**src/rtl/booth_pkg.sv**
```systemverilog
// Shared definitions for the radix-4 modified-Booth recoder: digit codes
// and the digit-count helper used to size the recoder ports.
package booth_pkg;

    // Digit codes are {sign, q1, q0}; q1 selects 2x, q0 selects 1x.
    localparam logic [2:0] BOOTH_ZERO = 3'b000;
    localparam logic [2:0] BOOTH_P1   = 3'b001;
    localparam logic [2:0] BOOTH_P2   = 3'b010;
    localparam logic [2:0] BOOTH_M1   = 3'b101;
    localparam logic [2:0] BOOTH_M2   = 3'b110;

    // One digit per bit pair, plus one extension digit so that an unsigned
    // operand with its MSB set is still represented exactly.
    function automatic int booth_ndig(input int width);
        return width / 2 + 1;
    endfunction

endpackage

```
**src/rtl/booth_digit_enc.sv**
```systemverilog
// Single radix-4 Booth digit: maps the triplet (b[2k+1], b[2k], b[2k-1])
// to a {sign, q1, q0} code. Zero is always emitted as 000, never as -0.
module booth_digit_enc
    import booth_pkg::*;
(
    input  logic [2:0] i_trip,
    output logic [2:0] o_code
);

    // Pure lookup of the recoding table.
    always_comb begin
        o_code = BOOTH_ZERO;
        case (i_trip)
            3'b000:  o_code = BOOTH_ZERO;
            3'b001:  o_code = BOOTH_P1;
            3'b010:  o_code = BOOTH_P1;
            3'b011:  o_code = BOOTH_P2;
            3'b100:  o_code = BOOTH_M2;
            3'b101:  o_code = BOOTH_M1;
            3'b110:  o_code = BOOTH_M1;
            default: o_code = BOOTH_ZERO;
        endcase
    end

endmodule

```
**src/rtl/booth_enc_pipe.sv**
```systemverilog
// Parametrised radix-4 Booth recoder with one registered valid/ready output
// stage. Signed/unsigned mode and a sideband tag are sampled per transaction;
// a per-digit non-zero mask accompanies each result.
module booth_enc_pipe
    import booth_pkg::*;
#(
    parameter  int WIDTH = 16,
    parameter  int TAG_W = 4,
    localparam int NDIG  = booth_ndig(WIDTH)
) (
    input  logic                clk,
    input  logic                rst_n,
    input  logic                flush,
    input  logic                in_valid,
    output logic                in_ready,
    input  logic [WIDTH-1:0]    in_data,
    input  logic                in_signed,
    input  logic [TAG_W-1:0]    in_tag,
    output logic                out_valid,
    input  logic                out_ready,
    output logic [3*NDIG-1:0]   out_dig,
    output logic [NDIG-1:0]     out_nz,
    output logic [TAG_W-1:0]    out_tag
);

    logic                w_ext;
    logic [WIDTH+2:0]    w_bits;
    logic [3*NDIG-1:0]   w_dig;
    logic [NDIG-1:0]     w_nz;
    logic                w_take;

    logic                r_vld_p1;
    logic [3*NDIG-1:0]   r_dig_p1;
    logic [NDIG-1:0]     r_nz_p1;
    logic [TAG_W-1:0]    r_tag_p1;

    // Bits above the operand replicate the sign in signed mode, else zero.
    // w_bits[j] holds b[j-1], so b[-1]=0 sits at index 0.
    assign w_ext  = in_signed & in_data[WIDTH-1];
    assign w_bits = {w_ext, w_ext, in_data, 1'b0};

    for (genvar k = 0; k < NDIG; k++) begin : g_dig
        booth_digit_enc u_enc (
            .i_trip (w_bits[2*k+2 -: 3]),
            .o_code (w_dig[3*k +: 3])
        );
        assign w_nz[k] = w_dig[3*k+1] | w_dig[3*k];
    end

    // Stage is free when empty or being drained this cycle; flush does not gate it.
    assign in_ready = !r_vld_p1 || out_ready;
    assign w_take   = in_valid && in_ready && !flush;

    // ---- output stage (p1) ----

    // Valid flag: flush wins, then capture, then drain.
    always_ff @(posedge clk or negedge rst_n) begin
        if (!rst_n) begin
            r_vld_p1 <= 1'b0;
        end else if (flush) begin
            r_vld_p1 <= 1'b0;
        end else if (w_take) begin
            r_vld_p1 <= 1'b1;
        end else if (out_ready) begin
            r_vld_p1 <= 1'b0;
        end
    end

    // Result registers load only on a capture and otherwise hold.
    always_ff @(posedge clk or negedge rst_n) begin
        if (!rst_n) begin
            r_dig_p1 <= '0;
            r_nz_p1  <= '0;
            r_tag_p1 <= '0;
        end else if (w_take) begin
            r_dig_p1 <= w_dig;
            r_nz_p1  <= w_nz;
            r_tag_p1 <= in_tag;
        end
    end

    assign out_valid = r_vld_p1;
    assign out_dig   = r_dig_p1;
    assign out_nz    = r_nz_p1;
    assign out_tag   = r_tag_p1;

endmodule

```
**config.mk**
```make
export PLATFORM = sky130hd
export DESIGN_NAME = booth_enc_pipe
export DESIGN_NICKNAME = d
export VERILOG_FILES = /design/src/rtl/booth_pkg.sv /design/src/rtl/booth_digit_enc.sv /design/src/rtl/booth_enc_pipe.sv
export SDC_FILE = /design/constraint.sdc
export NUM_CORES = 1
export LEC_CHECK = 0
export ABC_AREA = 1
export CAP_MARGIN = 20
export CORE_MARGIN = 10
export CORE_UTILIZATION = 40
export CTS_CLUSTER_DIAMETER = 30
export DETAILED_ROUTE_END_ITERATION = 8
export PLACE_DENSITY = 0.76
export SETUP_SLACK_MARGIN = 0.5
export SLEW_MARGIN = 20
export SYNTH_ARGS = -nofsm -noshare
export SYNTH_HDL_FRONTEND = slang
export SYNTH_SLANG_ARGS = --single-unit
```
**constraint.sdc**
```tcl
create_clock -name clk -period 1.1 [get_ports clk]
set_input_delay 0.11 -clock clk [delete_from_list [all_inputs] [get_ports clk]]
set_output_delay 0.11 -clock clk [all_outputs]
set_load 0.05 [all_outputs]
```
Word-level counts from Yosys, hierarchy flattened
Cells that the tools add are included.

operators by class
  eq/ne operators = 51
  reductions and logical operators = 22
  bitwise logic cells = 10
  multiplexer cells = 12

operator list
  cell                                                              number
  3-bit case mux with 4 select lines                                8
  3-bit == test (second input constant)                             24
  3-bit by 2-bit == test with 1-bit output (second input constant)  16
  2-bit OR reduction                                                16
  3-bit by 1-bit == test with 1-bit output (second input constant)  8
  1-bit bitwise OR                                                  9
  3-bit case mux with 3 select lines                                1
  2-bit == test (second input constant)                             2
  1-bit 2-to-1 mux                                                  3
  3-bit nonzero test                                                1
  2-bit by 1-bit == test with 1-bit output (second input constant)  1
  1-bit logical AND                                                 2
  1-bit logical NOT                                                 2
  1-bit AND                                                         1
  1-bit logical OR                                                  1

storage, ports and cells
  flip-flop bits (word level) = 41
  output and inout bits = 42
  logic and storage cells = 99
  input bits = 26

Depth between registers and ports, before layout
  depth after elaboration = 6
  depth in mapped cells = 7
  gate-level depth less buffers = 6

Cells and area by module
From an unflattened synthesis, not the netlist that was laid out.

second synthesis, totals
  cell total of the unflattened synthesis = 290
  area total of the unflattened synthesis = 2,080.7 µm²

modules (own cells, without submodules)
  module           cells an instance  times used  area each (µm²)  sequential area each (µm²)
  booth_enc_pipe   209                1           1,742.9          1,026.0
  booth_digit_enc  9                  9           37.5             0.0

Worst setup path before layout
No wires, ideal clock.

  path type = flip-flop to flip-flop
  start = register r_vld_p1, in the netlist out_valid
  end = register r_dig_p1[17], in the netlist out_dig[17]
  path buffers = 1
  period minus slack after synthesis = 1.514 ns
  path slack = -0.414 ns
  required time = 1.026 ns
  arrival time = 1.440 ns
  stages on the path, launching flop included = 6
  setup time = 0.074 ns
  cells stage by stage = dfrtp_1 nand2_2 nand2_8 buf_8 nand2_2 o21ai_2

on the way
  cells in the longest elaborated chain, start to end = 4

ends and longest elaborated chain
  element                         RTL line              RTL
  start, declared                 booth_enc_pipe.sv:32  logic r_vld_p1;
  start signal, assigned          booth_enc_pipe.sv:59  r_vld_p1 <= 1'b0;
  start signal, assigned          booth_enc_pipe.sv:61  r_vld_p1 <= 1'b0;
  start signal, assigned          booth_enc_pipe.sv:63  r_vld_p1 <= 1'b1;
  1-bit logical NOT               booth_enc_pipe.sv:51  assign in_ready = !r_vld_p1 || out_ready;
  1-bit logical OR                booth_enc_pipe.sv:51
  net in_ready                    booth_enc_pipe.sv:15  output logic in_ready,
  1-bit logical AND (2 in a row)  booth_enc_pipe.sv:52  assign w_take = in_valid && in_ready && !flush;
  end signal, assigned            booth_enc_pipe.sv:76  r_dig_p1 <= w_dig;
  end, declared                   booth_enc_pipe.sv:33  logic [3*NDIG-1:0] r_dig_p1;

The timed path passes the listed nets, and every way through them passes these cells.
A chain may end at the register's enable or synchronous reset.

Worst setup path in the final report
  start = register r_vld_p1, in the netlist out_valid
  end = output port in_ready

on the way
  cells in the longest elaborated chain, start to end = 2

ends and longest elaborated chain
  element            RTL line
  1-bit logical NOT  booth_enc_pipe.sv:51
  1-bit logical OR   booth_enc_pipe.sv:51
  end, declared      booth_enc_pipe.sv:15

Every way passes these cells.

==> flow_summary.yaml <==
setup_path:
  startpoint: "out_valid$_DFFE_PN0P_"
  reg2reg_depth: 6
  r2r-start: "out_valid$_DFFE_PN0P_"
  crit_type: "flop to output pin"
  crit_path_start_kind: "flop"
  setup.worst_path.end: "in_ready"
  r2r-end: "out_dig[19]$_DFFE_PN0P_"
  r2r_slack_ps: -20
  cp.required_ps: 990
  cp_max_fo: 3
  arrival_ps: 1050
  cp-end-kind: "output pin"
sta:
  max_freq_mhz: 865
  setup_viol: 16
  slew_violations: 0
  worst_slack_ps: -56.2
  rsz0062_at_grt: "yes"
  fin_crit_sh: 1.05
  finalHoldViolCount: 14
  period_needed_ps: 1160
  timing.hold.ws_ps: -263
  clock_skew_ps: 7.12
yosys:
  synth_xor_area_frac: 0
  yosysWarnings: 0
  seq_area_frac_synth: 0.508
  synth_top_family_by_area: "simple AND/OR/NAND/NOR gates"
  synth_seq_cells: 39
  synth-simple-area-share: 0.332
  synth_mux_area_frac: 0
  synth_top_area_frac: 0.508
  avgSynthCellArea_um2: 8.54
  synth_nets: 251
  synth_cell_types: 18
  synth_area_leader_cell: "dfrtp_1"
  syn_area_um2: 1920
  synth_compound_area_frac: 0.0775
  synthAdderAreaFrac: 0
  netlist_instances: 225
  ys_top_cells_by_area: "dfrtp_1 (51%), nand2_1 (21%), nand3_2 (4.7%)"
layout:
  num_antenna_cells: 0
  finalInstanceArea_um2: 3470
  nets: 348
  drive_gt1_frac: 0.505
  syn_to_final_growth_pct: 80.8
place:
  place_area_um2: 3190
  post-dp-hpwl_um: 3770
  gp_congestion: 0.790
  port_buffers: 66
clock_tree:
  clock_latency_ps: 290
  root_buffer: "clkbuf_8"
  htree_levels: 2
  clockBufferDepth: 2
  cts_num_sinks: 39
  path_clk_slew_ps: 70
  cts_tree: "yes"
  cts_buffers: 5
detailed_routing:
  ant_nets: 0
  wl_met2_um: 2850
  vias: 1796
  top_layer: "met4"
  routed_wl_um: 5740
  routed-wl-met3_um: 425
  drt_pre_antenna_iters: 4
  wire_per_inst_um: 15.2
  wl_met1_um: 2420
  drt_iter0_markers: 77
  remaining_drc_errors: 0
  post_drt_via_cell_ratio: 4.76
floorplan:
  start_util: 0.409
  row_count: 25
  die-area_um2: 7970
  coreArea_um2: 4690
  ios: 68
  die_y_um: 89.3
  chipWidth_um: 89.3
global_route:
  grt_use_total: 0.148
  antenna_found_initial: 0
  grt_pass1_wl_um: 9030
  grt_pass1_vias: 1855
  grt_max_degree: 31
  overflow: 0
status:
  violations: "hold timing, setup timing"
  outcome: "finished, violations left"
power:
  leakage_uw: 0.00163
  powerDensity_nw_per_um2: 1540
  peakVddDrop_uv: 739
run:
  cap_viol_max_count: 0
hold_path:
  hp-class: "primary input to async pin"
stage by stage:
stage | setup TNS [ps] | worst slack (ps) | utilization | std cells | total power, uW
global route | -1970 | -84.9 | 0.740 | 377 | 5570
detailed placement | -7440 | -230 | 0.679 | 352 | 4310
floorplan | -2120 | -69.8 | - | 225 | 3010
global placement | -6310 | -186 | 0.679 | 352 | 4270
CTS | -202 | -59.9 | 0.724 | 371 | 5340
finish | -206 | -56.2 | 0.740 | 377 | 5330
synth_stat cells:
cell type  count
nor2_4         1
nand3_2        9
conb_1         1
nand3_1        5
or2_2          6
buf_4          2
nand2_1      107
o21ai_2        9
buf_6          5
nand2_2        5
inv_1         13
inv_2          1
dfrtp_1       39
buf_8          2
nor2_1         4
o21ai_0       14
nor2_2         1
nand2_8        1
layout make-up:
class | count | area (um^2)
multi-input cells | 166 | 903
clock buffers | 7 | 76.3
flip-flops and latches | 39 | 1020
fillers | 319 | 1220
repair buffers | 96 | 1340
inverters | 14 | 55.1
well taps | 54 | 67.6
clock inverters | 1 | 5.00
sequential cells by signal (all words and copies together) (netlist names):
register and cells:
out_valid 1, out_tag 4, out_dig 26, out_nz 8
how the worst min path moves through the flow:
stage / startpoint / endpoint / slack [ps] / cells after the start
floorplan: rst_n / out_dig[0]$_DFFE_PN0P_ / -190 / 0
global placement: rst_n / out_valid$_DFFE_PN0P_ / 40 / 1
detailed placement: rst_n / out_dig[26]$_DFFE_PN0P_ / 50 / 1
CTS: rst_n / out_dig[4]$_DFFE_PN0P_ / -270 / 1
global route: rst_n / out_dig[4]$_DFFE_PN0P_ / -250 / 1
finish: rst_n / out_valid$_DFFE_PN0P_ / -260 / 1
where the power goes:
group | leakage, uW | switching [uW] | total [uW] | internal (uW)
clock | 0.0000422 | 476 | 921 | 445
sequential | 0.000440 | 247 | 1930 | 1690
combinational | 0.00115 | 1290 | 2480 | 1190
total | 0.00163 | 2010 | 5330 | 3330
routing by layer:
layer	global-route usage	up-vias
met4	0.0361	0
met2	0.256	55
met3	0.0438	7
li1	-	897
met1	0.173	837
met5	0	-
logic make-up after synthesis:
family          count (synthesis)
buf+inv                        23
simple gates                  139
compound gates                 23
other cells                     1
flops                          39
worst max-delay path, cell delays in order (launching register included):
cell and delay [ps]:
dfrtp_2 460, nand2_8 80, buf_6 100, buf_12 120
cells in the final DEF, fill, tap and decap left out:
cell type        Yosys  final
nand2_8              1      5
or2_2                6      6
buf_2                0      1
conb_1               1      1
o21ai_2              9     10
o21ai_0             14     13
inv_2                1      1
buf_12               0     43
buf_4                2     25
dfrtp_2              0     39
clkbuf_1             0      2
buf_6                5      2
clkinv_2             0      1
nand2_1            107    103
clkdlybuf4s50_1      0     24
inv_4                0      1
clkbuf_16            0      1
nand3_2              9     13
inv_1               13     12
nand2_2              5      8
nor2_1               4      4
clkbuf_8             0      5
nor2_4               1      2
nand3_1              5      1
repair_timing:
| action | 4_1_cts | 5_1_grt |
|---|---|---|
| endpoints found under the setup margin | 80 | 80 |
| gates cloned | 3 | 1 |
| gates resized for setup | 7 | 5 |
| pin swaps | 4 | 3 |
| setup buffers | 8 | 5 |
| endpoints found under the hold margin | 14 | 14 |
No activity file was read; power rests on OpenSTA's default activity.
